### src/rtl/switch_pkg.sv
`default_nettype none
// ============================================================================
// Module   : switch_pkg
// Purpose  : Shared switch constants: data width, FIFO depth, port addresses.
// Revision : 1.0
// ============================================================================
package switch_pkg;

  localparam int W_WIDTH_DEF    = 8;
  localparam int FIFO_DEPTH_DEF = 4;

  localparam int PORT_ADDR_0 = 0;
  localparam int PORT_ADDR_1 = 1;
  localparam int PORT_ADDR_2 = 2;
  localparam int PORT_ADDR_3 = 3;

  // Smallest width w with 2**w >= value; used for FIFO pointer sizing.
  function automatic int clog2(input int value);
    int width;
    width = 0;
    for (int i = 0; i < 31; i++) begin
      if ((1 << i) < value) width = i + 1;
    end
    return width;
  endfunction

endpackage
`default_nettype wire

### src/rtl/port_out_buffer_if.sv
`default_nettype none
// ============================================================================
// Module   : port_out_buffer_if
// Purpose  : Write-side (switch FSM) and read-side (port) signals of one queue.
// Revision : 1.0
// ============================================================================
interface port_out_buffer_if #(
  parameter int W_WIDTH = 8
) ();

  logic               wr_en;
  logic [W_WIDTH-1:0] port_addr;
  logic [W_WIDTH-1:0] data_in;
  logic               port_busy;
  logic               port_ready;
  logic               port_read;
  logic [W_WIDTH-1:0] port_data;

  modport master (
    output wr_en, port_addr, data_in, port_read,
    input  port_busy, port_ready, port_data
  );

  modport slave (
    input  wr_en, port_addr, data_in, port_read,
    output port_busy, port_ready, port_data
  );

endinterface
`default_nettype wire

### src/rtl/port_out_buffer_fifo_ptr_ctrl.sv
`default_nettype none
// ============================================================================
// Module   : fifo_ptr_ctrl
// Purpose  : FIFO write/read pointers and occupancy count with accept strobes.
// Revision : 1.0
// ============================================================================
module fifo_ptr_ctrl
  import switch_pkg::*;
#(
  parameter int DEPTH = FIFO_DEPTH_DEF,
  parameter int PTR_W = clog2(DEPTH)
) (
  input  wire logic             clk,
  input  wire logic             rst_n,
  input  wire logic             wr_req,
  input  wire logic             rd_req,
  output logic                  wr_accept,
  output logic                  rd_accept,
  output logic                  full,
  output logic                  empty,
  output logic [PTR_W-1:0]      wr_ptr,
  output logic [PTR_W-1:0]      rd_ptr
);

  localparam int CNT_W = PTR_W + 1;

  logic [PTR_W-1:0] wr_ptr_q, wr_ptr_d;
  logic [PTR_W-1:0] rd_ptr_q, rd_ptr_d;
  logic [CNT_W-1:0] count_q, count_d;

  // Acceptance uses the pre-edge count, so a full FIFO only takes the read.
  always_comb begin
    full      = (count_q == CNT_W'(DEPTH));
    empty     = (count_q == '0);
    wr_accept = wr_req && !full;
    rd_accept = rd_req && !empty;

    wr_ptr_d = wr_ptr_q;
    rd_ptr_d = rd_ptr_q;
    count_d  = count_q;
    if (wr_accept) wr_ptr_d = wr_ptr_q + PTR_W'(1);
    if (rd_accept) rd_ptr_d = rd_ptr_q + PTR_W'(1);
    case ({wr_accept, rd_accept})
      2'b10:   count_d = count_q + CNT_W'(1);
      2'b01:   count_d = count_q - CNT_W'(1);
      default: count_d = count_q;
    endcase
  end

  always_ff @(posedge clk or negedge rst_n) begin
    if (!rst_n) begin
      wr_ptr_q <= '0;
      rd_ptr_q <= '0;
      count_q  <= '0;
    end else begin
      wr_ptr_q <= wr_ptr_d;
      rd_ptr_q <= rd_ptr_d;
      count_q  <= count_d;
    end
  end

  assign wr_ptr = wr_ptr_q;
  assign rd_ptr = rd_ptr_q;

endmodule
`default_nettype wire

### src/rtl/port_out_buffer.sv
`default_nettype none
// ============================================================================
// Module   : port_out_buffer
// Purpose  : Per-port output queue fed by the switch FSM, drained by the port.
//            Define PORT_BUSY_EARLY_EN to raise port_busy one entry early.
// Revision : 1.0
// ============================================================================
module port_out_buffer
  import switch_pkg::*;
#(
  parameter int W_WIDTH   = W_WIDTH_DEF,
  parameter int DEPTH     = FIFO_DEPTH_DEF,
  parameter int PORT_ADDR = PORT_ADDR_0
) (
  input  wire logic        clk,
  input  wire logic        rst_n,
  port_out_buffer_if.slave bus
);

  localparam int PTR_W = clog2(DEPTH);

  logic               wr_hit;
  logic               wr_accept;
  logic               rd_accept;
  logic               full;
  logic               empty;
  logic [PTR_W-1:0]   wr_ptr;
  logic [PTR_W-1:0]   rd_ptr;
  logic [W_WIDTH-1:0] mem_q [DEPTH];
  logic [W_WIDTH-1:0] mem_d [DEPTH];

  assign wr_hit = bus.wr_en && (bus.port_addr == W_WIDTH'(PORT_ADDR));

  fifo_ptr_ctrl #(
    .DEPTH (DEPTH),
    .PTR_W (PTR_W)
  ) u_ptr_ctrl (
    .clk       (clk),
    .rst_n     (rst_n),
    .wr_req    (wr_hit),
    .rd_req    (bus.port_read),
    .wr_accept (wr_accept),
    .rd_accept (rd_accept),
    .full      (full),
    .empty     (empty),
    .wr_ptr    (wr_ptr),
    .rd_ptr    (rd_ptr)
  );

  always_comb begin
    mem_d = mem_q;
    if (wr_accept) mem_d[wr_ptr] = bus.data_in;
  end

  // Storage is not reset; an empty queue masks its contents on port_data.
  always_ff @(posedge clk) begin
    mem_q <= mem_d;
  end

  assign bus.port_ready = !empty;
  assign bus.port_data  = empty ? '0 : mem_q[rd_ptr];

`ifdef PORT_BUSY_EARLY_EN
  // Pointer distance equals DEPTH-1 exactly when one slot is left.
  logic [PTR_W-1:0] fill_mod;
  assign fill_mod      = wr_ptr - rd_ptr;
  assign bus.port_busy = full || (fill_mod == PTR_W'(DEPTH - 1));
`else
  assign bus.port_busy = full;
`endif

endmodule
`default_nettype wire

### src/flat_wrapper.sv
// flat-port wrapper written by rule: the top's interface ports become plain ports
module port_out_buffer_flat import switch_pkg::*;
#(
  parameter int W_WIDTH   = W_WIDTH_DEF,
  parameter int DEPTH     = FIFO_DEPTH_DEF,
  parameter int PORT_ADDR = PORT_ADDR_0
)
  (clk, rst_n, bus_wr_en, bus_port_addr, bus_data_in, bus_port_read, bus_port_busy, bus_port_ready, bus_port_data);
  port_out_buffer_if #(.W_WIDTH(W_WIDTH)) bus_i ();
  input  wire logic clk;
  input  wire logic rst_n;
  input wire logic [$bits(bus_i.wr_en)-1:0] bus_wr_en;
  input wire logic [$bits(bus_i.port_addr)-1:0] bus_port_addr;
  input wire logic [$bits(bus_i.data_in)-1:0] bus_data_in;
  input wire logic [$bits(bus_i.port_read)-1:0] bus_port_read;
  output wire logic [$bits(bus_i.port_busy)-1:0] bus_port_busy;
  output wire logic [$bits(bus_i.port_ready)-1:0] bus_port_ready;
  output wire logic [$bits(bus_i.port_data)-1:0] bus_port_data;
  assign bus_i.wr_en = bus_wr_en;
  assign bus_i.port_addr = bus_port_addr;
  assign bus_i.data_in = bus_data_in;
  assign bus_i.port_read = bus_port_read;
  assign bus_port_busy = bus_i.port_busy;
  assign bus_port_ready = bus_i.port_ready;
  assign bus_port_data = bus_i.port_data;
  port_out_buffer #(.W_WIDTH(W_WIDTH), .DEPTH(DEPTH), .PORT_ADDR(PORT_ADDR)) u_core (.clk(clk), .rst_n(rst_n), .bus(bus_i));
endmodule
### config.mk
export PLATFORM = sky130hd
export DESIGN_NAME = port_out_buffer_flat
export DESIGN_NICKNAME = d
export VERILOG_FILES = /design/src/rtl/switch_pkg.sv /design/src/rtl/port_out_buffer_if.sv /design/src/rtl/port_out_buffer_fifo_ptr_ctrl.sv /design/src/rtl/port_out_buffer.sv /design/src/flat_wrapper.sv
export SDC_FILE = /design/constraint.sdc
export NUM_CORES = 1
export LEC_CHECK = 0
export CORE_MARGIN = 4
export CORE_UTILIZATION = 40
export CTS_BUF_LIST = sky130_fd_sc_hd__clkbuf_16
export DETAILED_ROUTE_END_ITERATION = 16
export GPL_TIMING_DRIVEN = 0
export PLACE_DENSITY = 0.73
export SYNTH_ARGS = -nofsm -noshare
export SYNTH_HDL_FRONTEND = slang
export SYNTH_SLANG_ARGS = --single-unit
export TNS_END_PERCENT = 5
### constraint.sdc
create_clock -name clk -period 2.5 [get_ports clk]
set_input_delay 0.5 -clock clk [delete_from_list [all_inputs] [get_ports clk]]
set_output_delay 0.5 -clock clk [all_outputs]
set_load 0.02 [all_outputs]
## Word level (Yosys, flattened, before mapping)

Cells that the tools add are included.

- Latch bits: 0
- Memories kept: 0
- RAM bits: 0
- Bits in read-only memories: 0
- Input port bits: 20
- Output and inout bits: 10
- Word-level logic and storage cells: 36
- Bits in registers: 39

- Reduce and logical (&&, ||, !) cells: 9
- Magnitude comparators: 3
- Shifts and indexed selects: 0
- Add/subtract/negate cells: 4
- Equality and inequality tests: 3
- $mul: 0
- Div/mod/pow operators: 0
- Bitwise gates (word level): 2
- Muxes and demuxes: 8

Operators with widths:

| kind | count |
|---|---|
| bitwise mux 32 bit | 1 |
| two-way mux 8 bit | 4 |
| binary-select mux 8 bit (select 2 bit) | 1 |
| demux 8 bit (select 2 bit) | 1 |
| logical NOT 8 bit | 1 |
| greater-or-equal comparator 3 bit, second input constant | 2 |
| inverter 2 -> 3 bit | 2 |
| case mux 3 bit (2 select lines) | 1 |
| adder 2 x 1 -> 2 bit, second input constant | 2 |
| logical AND 1 bit | 4 |
| adder 3 x 1 -> 3 bit, second input constant | 1 |
| equality test 3 bit, second input constant | 1 |
| logical NOT 3 bit | 1 |
| < comparator 3 x 1 -> 1 bit, second input constant | 1 |
| subtractor 3 x 1 -> 3 bit, second input constant | 1 |
| equality test 2 x 1 -> 1 bit, second input constant | 1 |
| equality test 2 bit, second input constant | 1 |
| logical NOT 1 bit | 2 |
| nonzero test 2 bit | 1 |

## Depth between registers and ports, before layout

Gate-level depths: netlist of the first run.

- Depth in word-level cells: 6
- Gate-level depth with buffers: 9
- Mapped depth without buffers: 9

## Hierarchy

From an unflattened synthesis of the first run, not the netlist that was laid out.

- Cell total of the unflattened synthesis: 100
- Area total of the unflattened synthesis: 1629.1 sq um

Modules (own cells, without submodules):

| module | cells each | area an instance (sq um) | times used |
|---|---|---|---|
| port_out_buffer | 71 | 1278.7 | 1 |
| fifo_ptr_ctrl | 29 | 350.3 | 1 |

## Least setup slack after synthesis of the first run

No wires, ideal clock.

- Path kind: flip-flop to flip-flop
- From: reg u_core.u_ptr_ctrl.count_q[0]
- To: reg u_core.u_ptr_ctrl.count_q[2]
- Buffers on the path: 0
- Arrival: 2346 ps
- Path slack: 75 ps
- Period minus slack after synthesis: 2425 ps
- Cell stages (with the launch flop): 10
- Required time: 2421 ps
- Library setup time: 79 ps
- Path through: dfrtp_1 -> nor3b_1 -> nor4_4 -> inv_1 -> ha_1 -> inv_1 -> fa_1 -> xor2_1 -> nor2_1 -> xor2_1

- Cells in the longest elaborated chain, start to end: 5

RTL lines:

| item | line | RTL |
|---|---|---|
| from (decl) | port_out_buffer_fifo_ptr_ctrl.sv:29 | `logic [CNT_W-1:0] count_q, count_d;` |
| from (signal assigned) | port_out_buffer_fifo_ptr_ctrl.sv:58 | `count_q <= count_d;` |
| equality test 3 bit * | port_out_buffer_fifo_ptr_ctrl.sv:33 | `full = (count_q == CNT_W'(DEPTH));` |
| named net bus_port_busy | flat_wrapper.sv:16 | `output wire logic [$bits(bus_i.port_busy)-1:0] bus_port_busy;` |
| logical NOT 1 bit * | port_out_buffer_fifo_ptr_ctrl.sv:35 | `wr_accept = wr_req && !full;` |
| logical AND 1 bit * | port_out_buffer_fifo_ptr_ctrl.sv:35 |  |
| equality test 2 x 1 -> 1 bit / equality test 2 bit (equally long branches) | port_out_buffer_fifo_ptr_ctrl.sv:43 | `case ({wr_accept, rd_accept})` |
| case mux 3 bit (2 select lines) / nonzero test 2 bit (equally long branches) | -- |  |

The timed path passes the listed nets; every way through them passes the cells marked *.
A chain may end at the register's enable or synchronous reset.

## Final worst setup path of the first run

- From: in bus_port_addr[1]
- To: reg u_core.u_ptr_ctrl.count_q[2]

- Cells in the longest elaborated chain, start to end: 5

RTL lines:

| item | line | RTL |
|---|---|---|
| from (decl) | flat_wrapper.sv:13 | `input wire logic [$bits(bus_i.port_addr)-1:0] bus_port_addr;` |
| logical NOT 8 bit * | port_out_buffer.sv:32 | `assign wr_hit = bus.wr_en && (bus.port_addr == W_WIDTH'(PORT_ADDR));` |
| logical AND 1 bit * | port_out_buffer.sv:32 |  |
| logical AND 1 bit * | port_out_buffer_fifo_ptr_ctrl.sv:35 |  |
| equality test 2 x 1 -> 1 bit / equality test 2 bit (equally long branches) | port_out_buffer_fifo_ptr_ctrl.sv:43 |  |
| case mux 3 bit (2 select lines) / nonzero test 2 bit (equally long branches) | -- |  |

Every way passes the cells marked *; elsewhere a longest branch is shown, timed or not.

==> metrics, run 1 <==
n_diodes 0; r2r startpoint u_core.u_ptr_ctrl.count_q[0]; I/O pins 30; CORE AREA 4000 um^2; final worst-path cycle share 94.9%; syn avg cell area 18.1 um^2; max-cap viol count 0; Tmin final 2.37 ns; CP max FO 2; status finished clean; worst path arrival time 2.53 ns; total CTS buffers 5; WL final 2.89 mm; Longest Clk Path Bufs 2; Worst IR Drop VDD 0.000490 V; cells after synthesis 92; Post-route DRC 0; Area Overhead vs Synth 29.7%; critical path cell sequence clkdlybuf4s50_1, or4_4, nor4_4, inv_1, ha_1, inv_1, fa_1, xor2_1, nor2_1, xor2_1; Met3 Wirelength 207 um; Power Dens Cells 994 nW/um^2; share of cells above drive strength 1 20.2%; die height 72.5 um; Post-Syn Area 1660 um^2; worst slew pin tran 0.486 ns; pin count of the biggest net entering global routing 13; Worst Reg-to-Reg Cells 9; WHS 0.491 ns; reg2reg end u_core.u_ptr_ctrl.count_q[2]; register bit total from synthesis 39; FMAX 422 MHz; post-synthesis sequential area ratio 68.3%; Finish-stage setup viols 0; total die area 5260 um^2; Via density 4.89; Post-synth EDFFs 32; ys flop type edfxtp_1; Skew-Pair Late Insertion Delay 0.28 ns; Post-DP Area 2020 um^2; unrepaired setup endpoints after global routing no; leakage power 0.787 nW; wire length per cell after detailed routing 16.1 um; Routed Antenna Nets 0; Final nets 154; Tot Pwr 2.14 mW; vias in the first global route 994; Setup Skew 0.00411 ns; Initial DRC Count 39; slowest CP cell or4_4; Tot GR Track Use 12.7%; die width 72.5 um; commonest non-fill, non-tap cells in the layout 32 x edfxtp_1, 21 x clkdlybuf4s50_1, 9 x and2_1; H-tree depth 2; Unique masters post-synth 22; via count 876; crit path kind in2reg; internal reg-to-reg setup slack 0.31 ns; # rows 23; pre-CTS WS -0.496 ns; syn_nets 118; number of port buffers 29; Yosys Warn Count 0; final hold vios 0; Met1 Wirelength 1.19 mm; Clock transition at path regs 0.06 ns; TritonRoute pass-1 iters 4; commonest non-fill, non-tap cell in the layout edfxtp_1; Setup crit start kind input pin; hpwl dp 2.08 mm; Final WS setup 0.128 ns; grt ovf 0; GP Congestion 0.695; metal2 WL 1.46 mm; Rel. slew slack 67.5%; Sink Count 39; Slowest Stage Delay on Critical Path 0.54 ns; CTS Root Cell clkbuf_16; hold_buf cts 0; hold crit path type in2async; Top Metal Used met4; CP endpoint kind flip-flop; design area 2160 um^2; Initial Util 41.6%; global-route wire length before repair 4.74 mm; CTS tree built; initial antenna violation count 0; Max Slew Vio Count 0; Post-synth ARST share 17.9%; Req. time, crit path 2.66 ns
## synth_stat cells, types with 2 or more instances
cell type | instances | area, um^2
mux4_2 | 8 | 180
xor2_1 | 3 | 26.3
inv_1 | 6 | 22.5
and2_2 | 4 | 30.0
ha_1 | 5 | 62.6
and2_1 | 9 | 56.3
clkbuf_1 | 2 | 7.51
xnor2_1 | 3 | 26.3
edfxtp_1 | 32 | 961
or3_1 | 2 | 12.5
dfrtp_1 | 7 | 175
## flip-flops by register name, summed over array words and instances (netlist names)
register                   count
u_core.mem_q                  32
u_core.u_ptr_ctrl.count_q      3
u_core.u_ptr_ctrl.rd_ptr       2
u_core.u_ptr_ctrl.wr_ptr       2
## per-layer routing
layer / vias up / track usage, %
li1: 408 / -
met1: 434 / 14.1
met2: 29 / 21.5
met3: 5 / 5.68
met4: 0 / 4.92
met5: - / 0
## layout make-up
cell class              instances  area, um^2
fillers                       326        1840
flip-flops and latches         39        1140
multi-input cells              44         493
repair buffers                 30         288
clock buffers                   5         125
well taps                      50        62.6
inverters                       6        22.5
plain buffers                   2        16.3
clock inverters                 3        15.0
## cells by family after synthesis
| group | Yosys count | share of synthesized area [%] |
|---|---|---|
| buf+inv | 9 | 2.11 |
| xor+xnor | 6 | 3.16 |
| compound gates | 1 | 0.300 |
| fa+ha+maj | 6 | 4.96 |
| mux | 9 | 11.7 |
| flops | 39 | 68.3 |
| simple gates | 22 | 9.47 |
## power by group
| part | switching (mW) | internal [mW] |
|---|---|---|
| registers | 0.0632 | 0.751 |
| clock network | 0.232 | 0.363 |
| logic | 0.359 | 0.375 |
## worst max-delay path by stage
| stage | from | endpoint | slack [ns] |
|---|---|---|---|
| after detailed placement | bus_port_addr[1] | u_core.u_ptr_ctrl.count_q[1] | -0.50 |
| after floorplan | u_core.u_ptr_ctrl.count_q[0] | u_core.u_ptr_ctrl.count_q[2] | 0.07 |
| after CTS | bus_port_addr[1] | u_core.u_ptr_ctrl.count_q[1] | 0.08 |
| final | bus_port_addr[1] | u_core.u_ptr_ctrl.count_q[2] | 0.13 |
| after global placement | bus_port_addr[1] | u_core.u_ptr_ctrl.count_q[1] | -0.36 |
| after global routing | bus_port_addr[1] | u_core.u_ptr_ctrl.count_q[2] | 0.02 |
## worst max-delay path, delay by kind of cell
kind                       cells  cell delay [ns]
buffers and inverters          3             0.53
adders and majority gates      2             0.41
xor gates and xnor gates       2             0.30
and+or+nand+nor                3             0.78
## timing repair
item,CTS,global route
pin swaps,1,0
gates resized for setup,11,1
endpoints found under the setup margin,10,1
buffers inserted,1,0
gates cloned,0,0
## through the flow
step / TNS, ns / instances / util (%)
CTS: 0 / 179 / 54.0
finish: 0 / 179 / 54.0
global placement: -1.92 / 171 / 50.4
global route: 0 / 179 / 54.0
detailed placement: -3.93 / 171 / 50.4
floorplan: 0 / 92 / -
Note: power is estimated with default switching activity, not from simulation.
==> run 2: changes to the inputs <==
--- a/config.mk
+++ b/config.mk
@@ -5,6 +5,7 @@
 export SDC_FILE = /design/constraint.sdc
 export NUM_CORES = 1
 export LEC_CHECK = 0
+export ABC_CLOCK_PERIOD_IN_PS = 2500
 export CORE_MARGIN = 4
 export CORE_UTILIZATION = 40
 export CTS_BUF_LIST = sky130_fd_sc_hd__clkbuf_16
==> results of run 2 <==
Final layout, timing and power as in run 1 (identical DEF).
==> run 3: changes to the inputs <==
--- a/config.mk
+++ b/config.mk
@@ -5,13 +5,14 @@
 export SDC_FILE = /design/constraint.sdc
 export NUM_CORES = 1
 export LEC_CHECK = 0
+export ABC_AREA = 1
 export ABC_CLOCK_PERIOD_IN_PS = 2500
 export CORE_MARGIN = 4
 export CORE_UTILIZATION = 40
 export CTS_BUF_LIST = sky130_fd_sc_hd__clkbuf_16
 export DETAILED_ROUTE_END_ITERATION = 16
 export GPL_TIMING_DRIVEN = 0
-export PLACE_DENSITY = 0.73
+export PLACE_DENSITY = 0.69
 export SYNTH_ARGS = -nofsm -noshare
 export SYNTH_HDL_FRONTEND = slang
 export SYNTH_SLANG_ARGS = --single-unit
==> run 3 against run 2 <==
Clock power up 15%. Via count rose by 32%. Flip-flop and latch count unchanged. Design area increased by 6.8%. Highest routed layer unchanged. Count of clock-buffer cells in the layout unchanged. Critical path type unchanged. Wire length grew 18%.
==> metrics, run 3 <==
pin count of the biggest net entering global routing 13; reg2reg end u_core.u_ptr_ctrl.count_q[2]; CTS Root Cell clkbuf_16; worst slew pin tran 0.495 ns; Sink Count 39; FILL cells 364; most common cell in the netlist nor2_1; Yosys top cell area share 54.4%; setup TNS 0 ns; Post-route DRC 0; CP endpoint kind flip-flop; Post-synth ARST share 17.9%; register area 1140 um^2; leakage power 0.953 nW; grt ovf 0; syn avg cell area 11.6 um^2; final hold vios 0; post-synth top area cell edfxtp_1; Rel. slew slack 67.0%; die height 74.5 um; Worst IR Drop VDD 0.000463 V; crit-path most repeated cell nand2_1; cell family with most CP delay simple AND/OR/NAND/NOR gates; CTS tree built; register bit total from synthesis 39; total CTS buffers 5; post-CTS setup buffers 0; syn_nets 179; Longest Clk Path Bufs 2; # rows 23; Crit path depth 11; synth top area cells edfxtp_1 54%, dfrtp_1 9.9%, nor2_1 7.2%; cells after synthesis 153; TritonRoute pass-1 iters 4; share of cells above drive strength 1 14.7%; commonest non-fill, non-tap cell in the layout nor2_1; number of port buffers 29; Final nets 215; hpwl dp 2.44 mm; Yosys Warn Count 0; worst path arrival time 2.41 ns; status finished clean; Area Overhead vs Synth 30.4%; ys flop type edfxtp_1; WL final 3.40 mm; max reg flops 32; Tmin final 2.21 ns; Finish-stage setup viols 0; die width 74.5 um; crit path capture u_core.u_ptr_ctrl.count_q[2]; Clock transition at path regs 0.05 ns; n_diodes 0; CORE AREA 4140 um^2; Via density 4.82; Slowest Stage Delay on Critical Path 0.46 ns; top flop regs u_core.mem_q x32, u_core.u_ptr_ctrl.count_q x3; Setup crit start bus_port_addr[3]; most frequent cells after synthesis 34 x nor2_1, 32 x edfxtp_1, 10 x inv_1, 10 x nand2_1; Initial Util 42.7%; Worst Reg-to-Reg Cells 11; Setup crit start kind input pin; initial antenna violation count 0; max-cap viol count 0; Routed Antenna Nets 0; r2r startpoint u_core.u_ptr_ctrl.count_q[1]; post-synthesis sequential area ratio 64.3%; critical path cell sequence clkdlybuf4s50_1, nor2_1, nand2_1, nor2_4, nand2_4, ha_1, inv_1, fa_1, or2_2, nand2_1, xor2_1; Tot GR Track Use 14.2%; Unique masters post-synth 24; hold crit path type reg2reg; Core Util, Final 55.6%; Req. time, crit path 2.70 ns; H-tree depth 2; total die area 5550 um^2; unrepaired setup endpoints after global routing no; crit path kind in2reg; global-route wire length before repair 5.59 mm; Skew-Pair Late Insertion Delay 0.28 ns; via count 1156; Setup Skew 0.00363 ns; commonest non-fill, non-tap cells in the layout 34 x nor2_1, 32 x edfxtp_1, 21 x clkdlybuf4s50_1; wire length per cell after detailed routing 14.2 um; Max Slew Vio Count 0; FMAX 452 MHz; CP max FO 7; Multi-input gate area 532 um^2; final worst-path cycle share 88.5%; vias in the first global route 1160; Power Dens Cells 1090 nW/um^2; Post-Syn Area 1770 um^2; Critical path buffers and inverters 2; I/O pins 30; internal reg-to-reg setup slack 0.39 ns; Most flops, register u_core.mem_q; Initial DRC Count 73; Post-synth EDFFs 32; slowest CP cell clkdlybuf4s50_1; GP Congestion 0.726
## run 3: cell types whose count changed in the layout (fill, tap and decap cells not counted), moves of 8 or more
cell / before / now
a21oi_1: 0 / 9
and2_1: 9 / 0
dlygate4sd2_1: 8 / 0
dlymetal6s2s_1: 0 / 8
mux4_2: 8 / 0
nand2_1: 1 / 10
nor2_1: 1 / 34
o21ai_0: 0 / 9
o21ai_1: 1 / 9
## run 3: metrics by stage
step | total power [mW] | cell area (um^2) | cells | hold slack [ns] | setup slack, ns
finish | 2.51 | 2300 | 240 | 0.491 | 0.288
global route | 2.68 | 2300 | 240 | 0.505 | 0.191
CTS | 2.56 | 2280 | 240 | 0.487 | 0.0168
detailed placement | 1.87 | 2120 | 232 | 0.476 | 0.000470
global placement | 1.84 | 2120 | 232 | 0.464 | 0.0679
floorplan | 1.47 | 1770 | 153 | 0.204 | 0.476
## run 3: area by class of cell
class                   count  share of cell area (%)
flip-flops and latches     39                    49.3
clock buffers               5                    5.43
well taps                  50                    2.71
repair buffers             29                    13.5
plain buffers               4                    2.06
inverters                  14                    2.28
clock inverters             3                    1.68
multi-input cells          96                    23.1
## run 3: what timing repair did
action | in CTS | in global routing
setup endpoints to repair | 0 | 8
hold buffers | 0 | 0
resized for setup | 0 | 8
## run 3: worst min path at each step
stage | start | endpoint | slack (ns) | depth (start not counted)
global route | u_core.u_ptr_ctrl.count_q[1] | u_core.u_ptr_ctrl.count_q[1] | 0.51 | 2
detailed placement | u_core.u_ptr_ctrl.count_q[1] | u_core.u_ptr_ctrl.count_q[1] | 0.48 | 2
floorplan | rst_n | u_core.u_ptr_ctrl.count_q[0] | 0.20 | 0
finish | u_core.u_ptr_ctrl.count_q[0] | u_core.u_ptr_ctrl.count_q[0] | 0.49 | 1
global placement | u_core.u_ptr_ctrl.count_q[1] | u_core.u_ptr_ctrl.count_q[1] | 0.46 | 2
CTS | u_core.u_ptr_ctrl.count_q[1] | u_core.u_ptr_ctrl.count_q[1] | 0.49 | 2
## run 3: cell families (layout without fill, tap and decap cells)
group           after synthesis  count (layout)  synth area share [%]
simple gates                 60              60                  16.3
flops                        39              39                  64.3
compound gates               27              27                  7.64
buf+inv                      18              55                  5.66
fa+ha+maj                     6               6                  4.67
xor+xnor                      3               3                  1.49
## run 3: power breakdown
part / internal, mW / switching (mW)
registers: 0.749 / 0.0208
clock network: 0.464 / 0.221
logic: 0.452 / 0.606
## run 3: per-layer routing
| metal | wire length, um | vias up | global-route usage, % |
|---|---|---|---|
| li1 | - | 580 | - |
| met1 | 1270 | 542 | 15.6 |
| met2 | 1900 | 29 | 25.3 |
| met3 | 164 | 5 | 4.19 |
| met4 | 74 | 0 | 6.52 |
| met5 | 0 | - | 0 |
